--- config.mk ---
export PLATFORM = sky130hd
export DESIGN_NAME = wh_flit_packetizer
export DESIGN_NICKNAME = d
export VERILOG_FILES = /design/src/rtl/wh_noc_pkg.sv /design/src/rtl/wh_req_fifo.sv /design/src/rtl/wh_flit_packetizer.sv
export SDC_FILE = /design/constraint.sdc
export NUM_CORES = 1
export LEC_CHECK = 0
export CAP_MARGIN = 20
export CORE_ASPECT_RATIO = 0.9
export CORE_UTILIZATION = 53
export CTS_CLUSTER_DIAMETER = 40
export CTS_CLUSTER_SIZE = 8
export DETAILED_ROUTE_END_ITERATION = 8
export GPL_TIMING_DRIVEN = 1
export HOLD_SLACK_MARGIN = 0.05
export PLACE_DENSITY = 0.76
export SYNTH_ARGS = -nofsm -noshare
export SYNTH_HDL_FRONTEND = slang
export SYNTH_SLANG_ARGS = --single-unit
--- constraint.sdc ---
create_clock -name clk -period 2.8 [get_ports clk]
set_input_delay 0.84 -clock clk [delete_from_list [all_inputs] [get_ports clk]]
set_output_delay 0.84 -clock clk [all_outputs]
set_load 0.05 [all_outputs]
--- src/rtl/wh_noc_pkg.sv ---
// Shared wormhole NoC definitions: flit type codes, flit type and flit builders.
package wh_noc_pkg;

    localparam int unsigned FLIT_W         = 8;
    localparam int unsigned BODIES_PER_PKT = 5;

    localparam logic [1:0] FLIT_HEAD = 2'b00;
    localparam logic [1:0] FLIT_BODY = 2'b01;
    localparam logic [1:0] FLIT_TAIL = 2'b10;

    typedef logic [FLIT_W-1:0] flit_t;

    typedef enum logic [1:0] {StIdle, StHead, StBody, StTail} pkt_state_e;

    function automatic flit_t make_head(input logic [2:0] dest_x, input logic [2:0] dest_y);
        return {dest_x, dest_y, FLIT_HEAD};
    endfunction

    // Body k carries the k-th 6-bit slice of the payload, MSB first.
    function automatic flit_t make_body(input logic [31:0] data, input logic [2:0] idx);
        logic [5:0] slice;
        case (idx)
            3'd0:    slice = data[31:26];
            3'd1:    slice = data[25:20];
            3'd2:    slice = data[19:14];
            3'd3:    slice = data[13:8];
            default: slice = data[7:2];
        endcase
        return {slice, FLIT_BODY};
    endfunction

    function automatic flit_t make_tail(input logic [31:0] data);
        return {data[1:0], 4'b0000, FLIT_TAIL};
    endfunction

endpackage

--- src/rtl/wh_req_fifo.sv ---
// Synchronous request FIFO with count-based full/empty; push while full is legal only with pop.
module wh_req_fifo #(
    parameter int unsigned WIDTH = 38,
    parameter int unsigned DEPTH = 4
) (
    input  logic             clk,
    input  logic             rst,
    input  logic             push,
    input  logic [WIDTH-1:0] wdata,
    input  logic             pop,
    output logic [WIDTH-1:0] rdata,
    output logic             full,
    output logic             empty
);

    localparam int unsigned AW = (DEPTH > 1) ? $clog2(DEPTH) : 1;

    logic [WIDTH-1:0] mem [DEPTH];
    logic [AW-1:0]    wr_ptr;
    logic [AW-1:0]    rd_ptr;
    logic [AW:0]      count;
    logic             do_push;
    logic             do_pop;

    assign full    = (count == (AW+1)'(DEPTH));
    assign empty   = (count == '0);
    assign do_pop  = pop && !empty;
    assign do_push = push && (!full || do_pop);
    assign rdata   = mem[rd_ptr];

    always_ff @(posedge clk) begin
        if (do_push) begin
            mem[wr_ptr] <= wdata;
        end
    end

    // Pointers wrap naturally because DEPTH is a power of two.
    always_ff @(posedge clk) begin
        if (rst) begin
            wr_ptr <= '0;
            rd_ptr <= '0;
            count  <= '0;
        end else begin
            if (do_push) begin
                wr_ptr <= wr_ptr + 1'b1;
            end
            if (do_pop) begin
                rd_ptr <= rd_ptr + 1'b1;
            end
            case ({do_push, do_pop})
                2'b10:   count <= count + 1'b1;
                2'b01:   count <= count - 1'b1;
                default: count <= count;
            endcase
        end
    end

endmodule

--- src/rtl/wh_flit_packetizer.sv ---
// Local-port network interface: serialises (dest, 32-bit word) requests into
// 7-flit wormhole packets for the router's local input, honouring router_full.
module wh_flit_packetizer
    import wh_noc_pkg::*;
#(
    parameter int unsigned LINK_WIDTHS  = 8,
    parameter int unsigned COORD_W      = 3,
    parameter int unsigned DATA_W       = 32,
    parameter int unsigned REQ_DEPTH    = 4,
    parameter int unsigned MESH_COLUMNS = 4,
    parameter int unsigned MESH_ROWS    = 4
) (
    input  logic                   clk,
    input  logic                   rst,
    input  logic                   req_valid,
    output logic                   req_ready,
    input  logic [COORD_W-1:0]     req_dest_x,
    input  logic [COORD_W-1:0]     req_dest_y,
    input  logic [DATA_W-1:0]      req_data,
    output logic                   req_drop,
    input  logic                   router_full,
    output logic [LINK_WIDTHS-1:0] flit_out,
    output logic                   flit_wr_en,
    output logic                   pkt_sent,
    output logic                   busy
);

    localparam int unsigned ENTRY_W = 2 * COORD_W + DATA_W;

    logic               in_range;
    logic               accept;
    logic               push;
    logic               pop;
    logic               fifo_full;
    logic               fifo_empty;
    logic [ENTRY_W-1:0] fifo_rdata;

    pkt_state_e         state;
    logic [2:0]         body_idx;
    logic [COORD_W-1:0] pkt_x;
    logic [COORD_W-1:0] pkt_y;
    logic [DATA_W-1:0]  pkt_data;
    flit_t              cur_flit;

    assign in_range  = (32'(req_dest_x) < MESH_COLUMNS) && (32'(req_dest_y) < MESH_ROWS);
    assign req_ready = !fifo_full;
    assign accept    = req_valid && req_ready;
    assign push      = accept && in_range;

    assign flit_wr_en = (state != StIdle) && !router_full && !rst;
    assign pkt_sent   = (state == StTail) && flit_wr_en;
    assign busy       = (state != StIdle) || !fifo_empty;

    // Reload straight from the FIFO on the tail write so back-to-back packets have no bubble.
    assign pop = !rst && !fifo_empty && ((state == StIdle) || ((state == StTail) && flit_wr_en));

    wh_req_fifo #(
        .WIDTH (ENTRY_W),
        .DEPTH (REQ_DEPTH)
    ) u_req_fifo (
        .clk   (clk),
        .rst   (rst),
        .push  (push),
        .wdata ({req_dest_x, req_dest_y, req_data}),
        .pop   (pop),
        .rdata (fifo_rdata),
        .full  (fifo_full),
        .empty (fifo_empty)
    );

    always_ff @(posedge clk) begin
        if (rst) begin
            req_drop <= 1'b0;
        end else begin
            req_drop <= accept && !in_range;
        end
    end

    always_ff @(posedge clk) begin
        if (rst) begin
            state    <= StIdle;
            body_idx <= '0;
            pkt_x    <= '0;
            pkt_y    <= '0;
            pkt_data <= '0;
        end else begin
            if (pop) begin
                {pkt_x, pkt_y, pkt_data} <= fifo_rdata;
            end
            case (state)
                StIdle: begin
                    if (pop) begin
                        state <= StHead;
                    end
                end
                StHead: begin
                    if (flit_wr_en) begin
                        state    <= StBody;
                        body_idx <= '0;
                    end
                end
                StBody: begin
                    if (flit_wr_en) begin
                        if (body_idx == 3'(BODIES_PER_PKT - 1)) begin
                            state <= StTail;
                        end else begin
                            body_idx <= body_idx + 3'd1;
                        end
                    end
                end
                StTail: begin
                    if (flit_wr_en) begin
                        state <= pop ? StHead : StIdle;
                    end
                end
                default: state <= StIdle;
            endcase
        end
    end

    always_comb begin
        cur_flit = '0;
        unique case (state)
            StIdle: cur_flit = '0;
            StHead: cur_flit = make_head(pkt_x, pkt_y);
            StBody: cur_flit = make_body(pkt_data, body_idx);
            StTail: cur_flit = make_tail(pkt_data);
        endcase
    end

    assign flit_out = LINK_WIDTHS'(cur_flit);

endmodule

# After elaboration in Yosys (flattened, before gate mapping)
# Memories as Yosys holds them, arrays and structs flattened. A register that Yosys moved wholly into a read port is not among the register bits.
# Index checks and enable logic that the tools add are counted.
# classes
addsub	5
muxes	16
reduce_logical	27
magnitude_cmp	2
eq_ne	16
# ops
operator	n
$pmux W8 S4	1
$pmux W6 S4	1
$ne A2 B2 Y1 const B	6
$pmux W3 S2	2
$logic_and A1 B1 Y1	11
$mux W2	5
$mux W3	3
$pmux W2 S4	1
$add A3 B1 Y3 const B	2
$eq A2 B2 Y1 const B	3
$eq A3 B2 Y1 const B	2
$eq A3 B3 Y1 const B	2
$logic_not A3 Y1	2
$lt A3 B3 Y1 const B	2
$reduce_bool A2 Y1	3
$logic_not A1 Y1	5
$reduce_and A5 Y1	1
$add A2 B1 Y2 const B	2
$eq A2 B1 Y1 const B	2
$reduce_and A4 Y1	1
$eq A3 B1 Y1 const B	1
$logic_or A1 B1 Y1	3
$mux W1	3
$sub A3 B1 Y3 const B	1
$logic_not A2 Y1	1
# word_totals
memories	1
output_inout_bits	13
mem_bits_rw	152
register_bits	13
# memory_table
memory	depth	word_bits	read_ports	rd_clocked_by_memory_dff	write_ports	line	source
u_req_fifo.mem	4	38	1	1	1	wh_req_fifo.sv:18	logic [WIDTH-1:0] mem [DEPTH];

# Depth between registers and ports, before layout
# Gate-level depths: netlist (run 1).
# logic_depth
word_depth	11
depth_mapped	12

# Modules after synthesis
# A second synthesis (run 1) with hierarchy kept.
# unflattened
cells_unflattened	514
area_unflattened_um2	8160.3
# by_module_without_submodules
module	area_per_inst_um2	seq_area_each_um2	cells_each	instances
wh_req_fifo	6002.0	4744.6	257	1
wh_flit_packetizer	2158.3	880.8	257	1

# Worst setup path after synthesis (run 1)
# Ideal clock, no wire load.
# synth_path
kind	flip-flop to output port
from	reg state[0]
to	out flit_out[6]
arrival_time_ns	2.578
required_ns	1.960
n_path_buf	0
slack_ns	-0.618
stages_incl_launch_ff	5
path_cell_list	dfxtp_1 > inv_1 > ha_1 > nand2b_1 > o32ai_1
# synth_between
elab_chain_cells	2
elab_cells_between_ends	5
# synth_rtl
item	line	source
start: declaration	wh_flit_packetizer.sv:38	pkt_state_e state;
start signal: assignment	wh_flit_packetizer.sv:81	state <= StIdle;
start signal: assignment	wh_flit_packetizer.sv:93	state <= StHead;
start signal: assignment	wh_flit_packetizer.sv:98	state <= StBody;
$eq A2 B2 Y1 (tied with other cells)	wh_flit_packetizer.sv:123	unique case (state)
$pmux W8 S4 *	wh_flit_packetizer.sv:123	
end: declaration	wh_flit_packetizer.sv:22	output logic [LINK_WIDTHS-1:0] flit_out,
# Every way passes the cells marked *; elsewhere a longest branch is shown, timed or not.

# Worst setup path in the final report (run 1)
# layout_path
from	reg body_idx[1]
to	out flit_out[2]
# layout_between
elab_chain_cells	3
elab_cells_between_ends	6
# layout_rtl
item	line	source
start: declaration	wh_flit_packetizer.sv:39	logic [2:0] body_idx;
start signal: assignment	wh_flit_packetizer.sv:107	body_idx <= body_idx + 3'd1;
$eq A3 B2 Y1 (tied with other cells)	wh_noc_pkg.sv:22	case (idx)
$pmux W6 S4 *	wh_noc_pkg.sv:22	
$pmux W8 S4 *	wh_flit_packetizer.sv:123	
# Marked as above.

==> reports/metrics.yaml, run 1 <==
finish:
  drive_above_1_share_pct: 24.8
  design.final.nets: 663
  antenna_cells_inserted: 0
  final_cell_mix: "152 x sky130_fd_sc_hd__edfxtp_1, 82 x sky130_fd_sc_hd__nand2_1, 46 x sky130_fd_sc_hd__dfxtp_1"
  layout.cells.most_common: "sky130_fd_sc_hd__edfxtp_1"
  finalNonFillerCells: 823
  final_util_pct: 71.5
  syn2layout_area_growth_pct: 29.3
die:
  dieHeight_microns: 118
  top_level_ports: 55
  floorplan.die_area_sq_um: 15400
  core-area_sq_um: 14300
  fp.dieW_microns: 131
  initial_core_util_pct: 55.3
  floorplan.rows: 41
setup_path:
  critical_path_class: "register to output pin"
  critPathCaptureType: "output pin"
  critical_path_startpoint_category: "register"
  timing.critical_path.arrival_ns: 2.34
  timing.critical_path.fanout_max: 7
  timing.critical_path.required_ns: 1.96
outcome:
  status: "finished with violations"
  failed_checks: "setup timing"
synthesis:
  register_area_share_after_synthesis_pct: 70.6
  synth_area_in_compound_gates_pct: 6.80
  post_synth_edffs: 152
  synth.yosys.warnings: 0
  synth.top_cells.by_area: "sky130_fd_sc_hd__edfxtp_1 58%, sky130_fd_sc_hd__dfxtp_1 13%, sky130_fd_sc_hd__mux4_2 11%, sky130_fd_sc_hd__nand2_1 3.9%, sky130_fd_sc_hd__a21oi_1 2.8%"
  post_synth_mux_area_share_pct: 10.9
  post_synth_xor_area_fraction_pct: 0.443
  yosys.area_share.simple_pct: 6.53
  seq_cells_post_synth: 203
  avgSynthCellArea_sq_um: 15.6
  synth_nets: 565
  yosysTopAreaCellShare_pct: 57.7
  main_combinational_cell_family_by_area_after_synthesis: "multiplexers"
  syn_inst: 507
  adder_cell_share_of_the_synthesized_area_pct: 2.62
  synth_cell_type_count: 43
  synth_area_sq_um: 7920
  synthDominantAreaCellType: "sky130_fd_sc_hd__edfxtp_1"
  ys_dominant_reg_cell: "sky130_fd_sc_hd__edfxtp_1"
  fraction_of_synthesis_flops_using_an_asynchronous_set_or_reset_pin_pct: 0
timing:
  setup_viol: 6
  grt_setup_unrepaired: "yes"
  timing_hold_violations_final: 0
  timing.final.max_slew_violations: 0
  timing.setup.tns_ns: -1.87
  final_critical_path_setup_slack_ns: -0.376
  maxSlewHeadroom_pct: 63.4
  hold_ws_ns: 0.455
  layout_skew_ns: 0.0147
  fin_crit_ns: 3.18
  finalCritPeriodShare_pct: 113
  tightest_slew_ns: 0.549
  fmaxAchievable_ghz: 0.315
clock_tree:
  clock_sinks: 203
  number_of_buffers_on_the_longest_clock_path: 3
  buffer_cell_driving_the_clock_tree_root: "sky130_fd_sc_hd__clkbuf_16"
  cts_htree_levels: 2
  cts-hold-fix-buffers: 0
  clk_latency_ns: 0.50
  clock_pin_slew_on_the_worst_setup_and_hold_paths_ns: 0.05
  cts_setup_buffers: 0
  tritoncts_clock_tree: "built"
  cts_made_buffers: 34
placement:
  port_buffers: 54
  gp_congestion: 0.803
  dpl.cell_count: 762
  post-dp-hpwl_mm: 9.62
grt:
  grt.met2_usage_pct: 39.1
  first_pass_grt_wire_length_mm: 26.9
  globalRouteMet3Util_pct: 3.91
  gr-usage-all-layers_pct: 23.8
  grt_antenna_before_repair: 0
  via_count_of_the_first_global_routing_pass: 5052
  met1_usage_pct: 31.0
  globalRouteOverflowTotal: 0
  routing_layer_with_the_top_usage_in_global_route: "met2"
  grt_max_degree: 51
power:
  fin_total_pwr_mw: 8.59
  leakagePower_nw: 3.36
  power_density_nw_per_um2: 839
  worst_ir_drop_vdd_v: 0.000569
drt:
  routed_wirelength_normalized_by_instance_count_microns: 20.5
  viasPerCell: 5.84
  dr.first_iter.drc_count: 414
  drt_drc_violations_left: 0
  detailedRoute.firstPassIterationCount: 7
  dr_total_vias: 4804
  drt-total-wl_mm: 16.9
  drtAntennaViolNets: 0
job:
  timing.max_cap.violations: 0
min_path:
  hold_class: "register to register"
==> worst paths after layout <==
kind	slack (ns)	depth (start not counted)	start	endpoint
setup / recovery	-0.38	7	body_idx[1]$_SDFFE_PP0P_	flit_out[2]
hold / removal	0.45	2	pkt_data[6]$_SDFFE_PP0N_	pkt_data[6]$_SDFFE_PP0N_
setup reg to reg	0.30	10	state[1]$_SDFFE_PP0P_	u_req_fifo.count[2]$_SDFFE_PP0P_
hold reg to reg	0.45	2	pkt_data[6]$_SDFFE_PP0N_	pkt_data[6]$_SDFFE_PP0N_
==> stage by stage <==
step | setup WS [ns] | instance area (sq um)
3_3_place_gp | -0.249 | 9050
5_1_grt | -0.446 | 10200
6_report | -0.376 | 10200
4_1_cts | -0.348 | 10200
2_1_floorplan | -0.0966 | 7940
3_5_place_dp | -0.348 | 9050
==> critical path, cell delays in order, from the launching register on <==
cell and delay (ns):
sky130_fd_sc_hd__dfxtp_2 0.34, sky130_fd_sc_hd__buf_6 0.13, sky130_fd_sc_hd__ha_4 0.19, sky130_fd_sc_hd__a222oi_1 0.41, sky130_fd_sc_hd__a2bb2oi_2 0.21, sky130_fd_sc_hd__nor3_2 0.07, sky130_fd_sc_hd__a221o_1 0.32, sky130_fd_sc_hd__buf_12 0.17
==> power breakdown <==
part           total, mW  leakage [nW]  internal, mW  switching [mW]
registers           3.51          1.79          3.39           0.120
logic               1.22          1.06         0.557           0.661
clock network       3.86         0.508          2.54            1.32
==> final cells by class <==
class / count / area [sq um]
Clock buffer: 51 / 915
Multi-Input combinational cell: 264 / 2300
Sequential cell: 203 / 5590
Timing Repair Buffer: 87 / 977
Fill cell: 880 / 4080
Tap cell: 193 / 241
Clock inverter: 10 / 148
Inverter: 15 / 60.1
==> synthesized netlist by cell type, types with 2 or more instances <==
cell type                   count
sky130_fd_sc_hd__a211oi_1       2
sky130_fd_sc_hd__a21oi_1       44
sky130_fd_sc_hd__a221o_1        4
sky130_fd_sc_hd__a222oi_1       6
sky130_fd_sc_hd__a22oi_1        3
sky130_fd_sc_hd__a2bb2oi_1      4
sky130_fd_sc_hd__a311oi_1       2
sky130_fd_sc_hd__and2_1         5
sky130_fd_sc_hd__and3_1         2
sky130_fd_sc_hd__buf_1          2
sky130_fd_sc_hd__buf_2         10
sky130_fd_sc_hd__clkbuf_1      12
sky130_fd_sc_hd__dfxtp_1       51
sky130_fd_sc_hd__edfxtp_1     152
sky130_fd_sc_hd__ha_1          15
sky130_fd_sc_hd__inv_1         13
sky130_fd_sc_hd__inv_2          2
sky130_fd_sc_hd__mux4_2        38
sky130_fd_sc_hd__nand2_1       82
sky130_fd_sc_hd__nand2b_1       2
sky130_fd_sc_hd__nor2_1        17
sky130_fd_sc_hd__nor3_1         7
sky130_fd_sc_hd__o21ai_0        7
sky130_fd_sc_hd__o32ai_1        3
sky130_fd_sc_hd__or3_1          2
sky130_fd_sc_hd__xnor2_1        2
sky130_fd_sc_hd__xor2_1         2
==> logic make-up after synthesis <==
family	count (synthesis)
xor+xnor	4
flops	203
mux	39
buf+inv	40
fa+ha+maj	16
simple gates	122
compound gates	83
==> metal layers <==
metal / vias up / share of wire, %
met5: - / 0
met4: 0 / 3.1
met1: 2410 / 41
met3: 50 / 5.8
li1: 2147 / -
met2: 197 / 50
==> flip-flops by register name, indices dropped and copies added (netlist names) <==
| signal | count |
|---|---|
| u_req_fifo.mem | 152 |
| pkt_data | 32 |
| body_idx | 3 |
| pkt_x | 3 |
| pkt_y | 3 |
| u_req_fifo.count | 3 |
| state | 2 |
| u_req_fifo.rd_ptr | 2 |
| u_req_fifo.wr_ptr | 2 |
| req_drop | 1 |
==> what timing repair did <==
action / 4_1_cts / 5_1_grt
pin swaps: 11 / 4
resized for setup: 33 / 3
endpoints found under the setup margin: 12 / 8
No activity file was read; power rests on OpenSTA's default activity.
==> inputs of run 2 (changes only) <==
--- a/config.mk
+++ b/config.mk
@@ -7,13 +7,13 @@
 export LEC_CHECK = 0
 export CAP_MARGIN = 20
 export CORE_ASPECT_RATIO = 0.9
-export CORE_UTILIZATION = 53
+export CORE_UTILIZATION = 50
 export CTS_CLUSTER_DIAMETER = 40
 export CTS_CLUSTER_SIZE = 8
 export DETAILED_ROUTE_END_ITERATION = 8
 export GPL_TIMING_DRIVEN = 1
 export HOLD_SLACK_MARGIN = 0.05
-export PLACE_DENSITY = 0.76
+export PLACE_DENSITY = 0.72
 export SYNTH_ARGS = -nofsm -noshare
 export SYNTH_HDL_FRONTEND = slang
 export SYNTH_SLANG_ARGS = --single-unit
==> run 2 against run 1 <==
The flow still finishes with violations (setup timing). Sequential share of layout area rose by 1.2 points. Power fell by 5.7%. Via count fell by 3.2%. Largest power group is now sequential cells. Fmax fell by 0.74%. Flip-flop and latch count did not move. Clock-buffer cell count did not move. Register-to-register slack got worse by 0.03 ns. Combinational power barely moved. Clock skew fell by 0.0038 ns.
==> reports/metrics.yaml, run 2 (synthesis gave the netlist of run 1 again) <==
finish:
  registers.top_by_ff_count: "u_req_fifo.mem"
  drive_above_1_share_pct: 23.2  # -1.6 points
  syn2layout_area_growth_pct: 26.5
  final_util_pct: 64.8  # -6.7 points
  layout.cells.most_common: "sky130_fd_sc_hd__edfxtp_1"
  design.final.nets: 657  # -0.90%
  final_cell_mix: "152 x sky130_fd_sc_hd__edfxtp_1, 82 x sky130_fd_sc_hd__nand2_1, 46 x sky130_fd_sc_hd__dfxtp_1"
  max_ffs_per_register: 152  # unchanged
  antenna_cells_inserted: 0  # unchanged
  largest_registers: "u_req_fifo.mem (152), pkt_data (32)"
  finalNonFillerCells: 823  # unchanged
power:
  share_comb_of_total_power_pct: 14.9  # +0.7 points
  sequentialPowerShare_pct: 43.1  # +2.2 points
  cellInternalPower_mw: 6.14  # -5.4%
  power.switching_mw: 1.96  # -6.6%
  proportion_of_power_drawn_by_the_clock_network_pct: 42.0  # -2.9 points
  leakagePower_nw: 3.28  # -2.4%
  worst_ir_drop_vdd_v: 0.000579  # +1.7%
  p_sw_share_pct: 24.2  # -0.24 points
  power_density_nw_per_um2: 809  # -3.6%
  fin_total_pwr_mw: 8.10  # -5.7%
die:
  dieHeight_microns: 121  # +2.9%
  floorplan.rows: 43  # +4.9%
  top_level_ports: 55  # unchanged
  fp.dieW_microns: 135  # +2.9%
  floorplan.die_area_sq_um: 16300  # +5.9%
  initial_core_util_pct: 51.3  # -4.0 points
  core-area_sq_um: 15400  # +7.9%
setup_path:
  timing.critical_path.fanout_max: 8  # +1
  critical_path_startpoint_category: "register"
  timing.critical_path.arrival_ns: 2.36  # +0.02 ns
  max_stage_delay_ns: 0.40  # about the same
  critical_path_class: "register to output pin"
  reg2reg_from: "state[1]$_SDFFE_PP0P_"
  critPathCaptureType: "output pin"
  timing.critical_path.required_ns: 1.96  # about the same
  cp_slowest_cell: "sky130_fd_sc_hd__a222oi_1"
  critical_path.cell_chain: "inv_4 > ha_4 > a222oi_1 > a2bb2oi_1 > nor3_1 > a221o_1 > buf_12"
  critical_path.startpoint: "body_idx[1]$_SDFFE_PP0P_"
min_path:
  hold_class: "register to register"
  hold_path_startpoint: "pkt_data[5]$_SDFFE_PP0N_"
placement:
  post-dp-hpwl_mm: 9.80  # +1.8%
  port_buffers: 54  # unchanged
  gp_congestion: 0.852  # +6.1%
  dpl.cell_count: 768  # +0.79%
grt:
  globalRouteMet3Util_pct: 3.38  # -0.53 points
  met1_usage_pct: 27.2  # -3.8 points
  globalRouteOverflowTotal: 0  # unchanged
  grt_antenna_before_repair: 0  # unchanged
  gr-usage-all-layers_pct: 20.4  # -3.4 points
  routing_layer_with_the_top_usage_in_global_route: "met2"
  grt.met2_usage_pct: 34.4  # -4.7 points
  via_count_of_the_first_global_routing_pass: 4880  # -3.4%
  first_pass_grt_wire_length_mm: 25.4  # -5.6%
  grt_max_degree: 41  # -20%
timing:
  timing.final.max_slew_violations: 0  # unchanged
  grt_setup_unrepaired: "yes"
  timing_hold_violations_final: 0  # unchanged
  maxSlewHeadroom_pct: 53.6  # -9.8 points
  final_critical_path_setup_slack_ns: -0.400  # -0.0237 ns
  tightest_slew_ns: 0.695  # +0.146 ns
  layout_skew_ns: 0.0109  # -0.00379 ns
  finalCritPeriodShare_pct: 114  # +0.85 points
  fin_crit_ns: 3.20  # +0.0237 ns
  setup_viol: 6  # unchanged
  fmaxAchievable_ghz: 0.312  # -0.74%
clock_tree:
  buffer_cell_driving_the_clock_tree_root: "sky130_fd_sc_hd__clkbuf_16"
  clock_pin_slew_on_the_worst_setup_and_hold_paths_ns: 0.05  # about the same
  tritoncts_clock_tree: "built"
  clk_latency_ns: 0.52  # +0.02 ns
  number_of_buffers_on_the_longest_clock_path: 3  # unchanged
  cts_htree_levels: 1  # -1
  clock_sinks: 203  # unchanged
  cts_made_buffers: 31  # -8.8%
  cts-hold-fix-buffers: 0  # unchanged
drt:
  viasPerCell: 5.65  # -3.2%
  detailedRoute.firstPassIterationCount: 5  # -2
  drt_drc_violations_left: 0  # unchanged
  drt-total-wl_mm: 15.9  # -5.5%
  drtAntennaViolNets: 0  # unchanged
  dr_total_vias: 4651  # -3.2%
  dr.first_iter.drc_count: 288  # -30%
  routed_wirelength_normalized_by_instance_count_microns: 19.4  # -5.5%
outcome:
  status: "finished with violations"
  failed_checks: "setup timing"
job:
  timing.max_cap.violations: 0  # unchanged
-- run 2: changes by cell type in the layout (fill, tap and decap cells not counted), moves of 2 or more --
cell,before,now
sky130_fd_sc_hd__and2_1,4,0
sky130_fd_sc_hd__and2_2,0,4
sky130_fd_sc_hd__nor3_1,4,7
sky130_fd_sc_hd__nor3_2,4,1
sky130_fd_sc_hd__buf_12,17,15
sky130_fd_sc_hd__bufinv_16,3,1
sky130_fd_sc_hd__clkbuf_16,34,32
sky130_fd_sc_hd__inv_6,2,0
-- run 2: stage by stage --
step | hold slack [ns] | setup WS (ns) | area, sq um | TNS [ns]
after floorplan | 0.436 | -0.0966 | 7940 | -0.287
after CTS | 0.461 | -0.399 | 10000 | -2.10
after global routing | 0.480 | -0.466 | 10000 | -2.59
final | 0.459 | -0.400 | 10000 | -2.12
after global placement | 0.447 | -0.227 | 9010 | -0.536
after detailed placement | 0.453 | -0.315 | 9010 | -0.744
-- run 2: worst max-delay path: cells and delay by family, from the launching register on --
| kind | cells | cell delay, ns |
|---|---|---|
| AND/OR/NAND/NOR | 1 | 0.07 |
| flip-flops | 1 | 0.36 |
| buffers and inverters | 2 | 0.24 |
| AO/OA/AOI/OAI | 3 | 0.99 |
| adder cells (fa/ha/maj) | 1 | 0.19 |
-- run 2: power groups by stage --
stage               Clock [mW]  Combinational [mW]  Sequential (mW)
global placement             0                1.19             3.53
finish                    3.40                1.21             3.49
CTS                       3.47                1.22             3.49
global route              3.61                1.33             3.50
floorplan                    0               0.874             3.50
detailed placement           0                1.22             3.54
-- run 2: final timing paths --
check | to | slack [ns] | depth (start not counted)
min | pkt_data[5]$_SDFFE_PP0N_ | 0.46 | 2
max reg2reg | u_req_fifo.count[2]$_SDFFE_PP0P_ | 0.27 | 10
min reg2reg | pkt_data[5]$_SDFFE_PP0N_ | 0.46 | 2
max | flit_out[3] | -0.40 | 7
-- run 2: layout make-up --
cell class                 instances  area, sq um
sequential                       203         5590
clock buffer                      51          882
inverter                          15         62.6
timing repair buffer              84          922
tap                              202          253
fill                            1066         5430
multi-input combinational        264         2250
clock inverter                     4         45.0
-- run 2: timing repair --
action | in CTS | in global routing
endpoints found under the setup margin | 12 | 8
pin swaps | 10 | 3
setup buffers | 0 | 0
resized for setup | 22 | 7
-- run 2: routing by layer --
layer / up-vias / part of all wire [%]
li1: 2131 / -
met1: 2332 / 42
met2: 163 / 50
met3: 25 / 6.2
met4: 0 / 1.5
met5: - / 0
==> RTL change: new RTL, flow settings as in run 1 <==
`REQ_DEPTH`: 4 -> 8.
--- a/src/rtl/wh_flit_packetizer.sv
+++ b/src/rtl/wh_flit_packetizer.sv
@@ -8,3 +8,3 @@
     parameter int unsigned DATA_W       = 32,
-    parameter int unsigned REQ_DEPTH    = 4,
+    parameter int unsigned REQ_DEPTH    = 8,
     parameter int unsigned MESH_COLUMNS = 4,
Behaviour: not the same (a bounded check fails within 10 cycles, from zero or initial values and one cycle with rst high).
==> RTL change against run 1 <==
Clock skew is 0.0051 ns lower; hold slack better by 0.012 ns; setup slack better by 0.056 ns; routed wire length is 77% higher; synthesized area is 75% higher; sequential cell count is 155 higher; first-iteration DRC count is 60% higher; the flow still finishes with violations (setup timing); power is 72% higher; utilization is 4.3 points lower; design area is 67% higher.
==> RTL change: results (changes against run 1) <==
Route
  – Via-to-Cell Ratio: 6.09 (was 5.84)
  – DRT Wirelength: 29900 µm (was 16900 µm)
  – DRC: 0 (unchanged)
  – First DRT Iteration DRCs: 662 (was 414)
  – Drt pass-1 iters: 6 (was 7)

Power
  – Leakage power: 5.37 nW (was 3.36 nW)
  – Maximum vdd drop: 0.545 mV (was 0.569 mV)

Final layout
  – Ant diodes: 0 (unchanged)
  – Layout cells sized above 1: 0.278 (was 0.248)
  – Final #Nets: 872 (was 663)
  – Largest regs: u_req_fifo.mem x304, pkt_data x32, u_req_fifo.count x4 (was u_req_fifo.mem x152, pkt_data x32)

Synth
  – Synth cell count leaders: edfxtp_1 (304), mux4_2 (76), dfxtp_1 (54), mux2i_1 (40), o2bb2ai_1 (38) (was edfxtp_1 (152), nand2_1 (82), dfxtp_1 (51), a21oi_1 (44), mux4_2 (38))
  – Sequential share of the synthesized area: 0.737 (was 0.706)
  – Syn_nets: 750 (was 565)
  – Async set or reset register ratio after synthesis: 0 (unchanged)
  – Synth unique cells: 51 (was 43)
  – Post-synth EDFFs: 304 (was 152)
  – Top post-synthesis cells by area: edfxtp_1 (66%), mux4_2 (12%), dfxtp_1 (7.8%) (was edfxtp_1 (58%), dfxtp_1 (13%), mux4_2 (11%))
  – Synth warn: 0 (unchanged)

CTS
  – Maximum buffer depth of the clock tree: 3 (unchanged)
  – Clk slew on worst S/H paths: 0.05 ns (about the same)
  – CTS Buf Count: 52 (was 34)
  – H-tree levels: 2 (unchanged)
  – Clock Latency Late Sink: 0.54 ns (was 0.50 ns)
  – Clk Tree Root Cell: clkbuf_16 (unchanged)

STA
  – Final WS setup: -0.320 ns (was -0.376 ns)
  – Worst-Margin Slew: 0.833 ns (was 0.549 ns)
  – Setup Skew: 0.00962 ns (was 0.0147 ns)
  – Hold slack: 0.467 ns (was 0.455 ns)
  – Setup violators final: 6 (unchanged)

Global routing
  – First-pass GRT wire length: 45200 µm (was 26900 µm)
  – Total track usage: 0.232 (was 0.238)
  – Pin count of the biggest net entering global routing: 43 (was 51)
  – Vias in the first global route: 7719 (was 5052)
  – Initial antenna violation count: 0 (unchanged)

Setup path
  – Slowest cell on crit path: a222oi_1 (unchanged)
  – Crit Path Max Fanout: 6 (was 7)
  – Flop2flop setup slack: 0.19 ns (was 0.30 ns)
  – Crit path max-delay family: compound AO/OA/AOI/OAI gates (unchanged)
  – CP max stage delay: 0.48 ns (was 0.41 ns)
  – Worst EP arrival: 2.28 ns (was 2.34 ns)

Place
  – Final HPWL from detailed placement: 16500 µm (was 9620 µm)
  – Dpl ws: -0.346 ns (was -0.348 ns)
  – Buffers on Ports: 54 (unchanged)
  – Placed instance area: 15400 µm² (was 9050 µm²)
  – Routability cong.: 0.795 (was 0.803)

Outcome
  – Outcome: complete, but fails checks (unchanged)
  – Failing checks: setup timing (unchanged)

Worst hold path
  – Worst Hold Class: reg2reg (unchanged)
-- RTL change: cell types whose count changed in the layout (fill, tap and decap cells not counted), moves of 7 or more --
cell	delta
a21oi_1	-36
mux2i_1	+39
mux4_2	+38
nand2_1	-70
buf_4	+9
o2bb2ai_1	+38
edfxtp_1	+152
buf_12	+7
clkbuf_16	+18
clkbuf_1	+20
-- RTL change: stage by stage --
stage | std cells | setup TNS (ns) | power, W
6_report | 1201 | -1.65 | 0.0147
5_1_grt | 1201 | -1.82 | 0.0152
4_1_cts | 1201 | -1.46 | 0.0148
3_5_place_dp | 1101 | -0.809 | 0.00913
3_3_place_gp | 1101 | -0.452 | 0.00903
2_1_floorplan | 694 | -4.28 | 0.00835
-- RTL change: metal layers --
metal / GRT usage / part of all wire / up-vias
met5: 0 / 0 / -
met4: 0.0767 / 0.023 / 0
met3: 0.0422 / 0.068 / 60
met2: 0.379 / 0.50 / 344
met1: 0.318 / 0.40 / 3758
li1: - / - / 3150
-- RTL change: worst paths after layout --
path	start	endpoint	cells past startpoint
setup / recovery	body_idx[1]	flit_out[6]	7
hold / removal	pkt_data[3]	pkt_data[3]	1
setup reg to reg	u_req_fifo.count[0]	u_req_fifo.count[2]	10
hold reg to reg	pkt_data[3]	pkt_data[3]	1
-- RTL change: area by class of cell --
| class | count | area, µm² |
|---|---|---|
| tap | 342 | 428 |
| inverter | 10 | 43.8 |
| fill | 1506 | 8330 |
| multi-input combinational | 287 | 3620 |
| timing repair buffer | 107 | 1230 |
| sequential | 358 | 10200 |
| clock inverter | 6 | 43.8 |
| clock buffer | 91 | 1470 |
-- RTL change: what timing repair did --
action                     CTS  global route
gates resized for setup     39             5
buffers inserted             2             0
setup endpoints to repair   10             7
pin swaps                   15             4
cloned                       1             0
-- RTL change: logic make-up (layout without fill, tap and decap cells) --
group / after synthesis / count (layout) / share of synthesized area
flops: 358 / 358 / 0.737
mux: 117 / 117 / 0.153
compound gates: 92 / 92 / 0.0525
simple gates: 58 / 58 / 0.0226
buf+inv: 49 / 214 / 0.0184
fa+ha+maj: 14 / 14 / 0.0126
xor+xnor: 6 / 6 / 0.00379
-- RTL change: where the power goes --
group          total [W]  internal, W  switching, W  leakage (nW)
logic            0.00271      0.00136       0.00135          1.46
registers        0.00643      0.00611      0.000324          3.18
clock network    0.00560      0.00351       0.00209         0.724
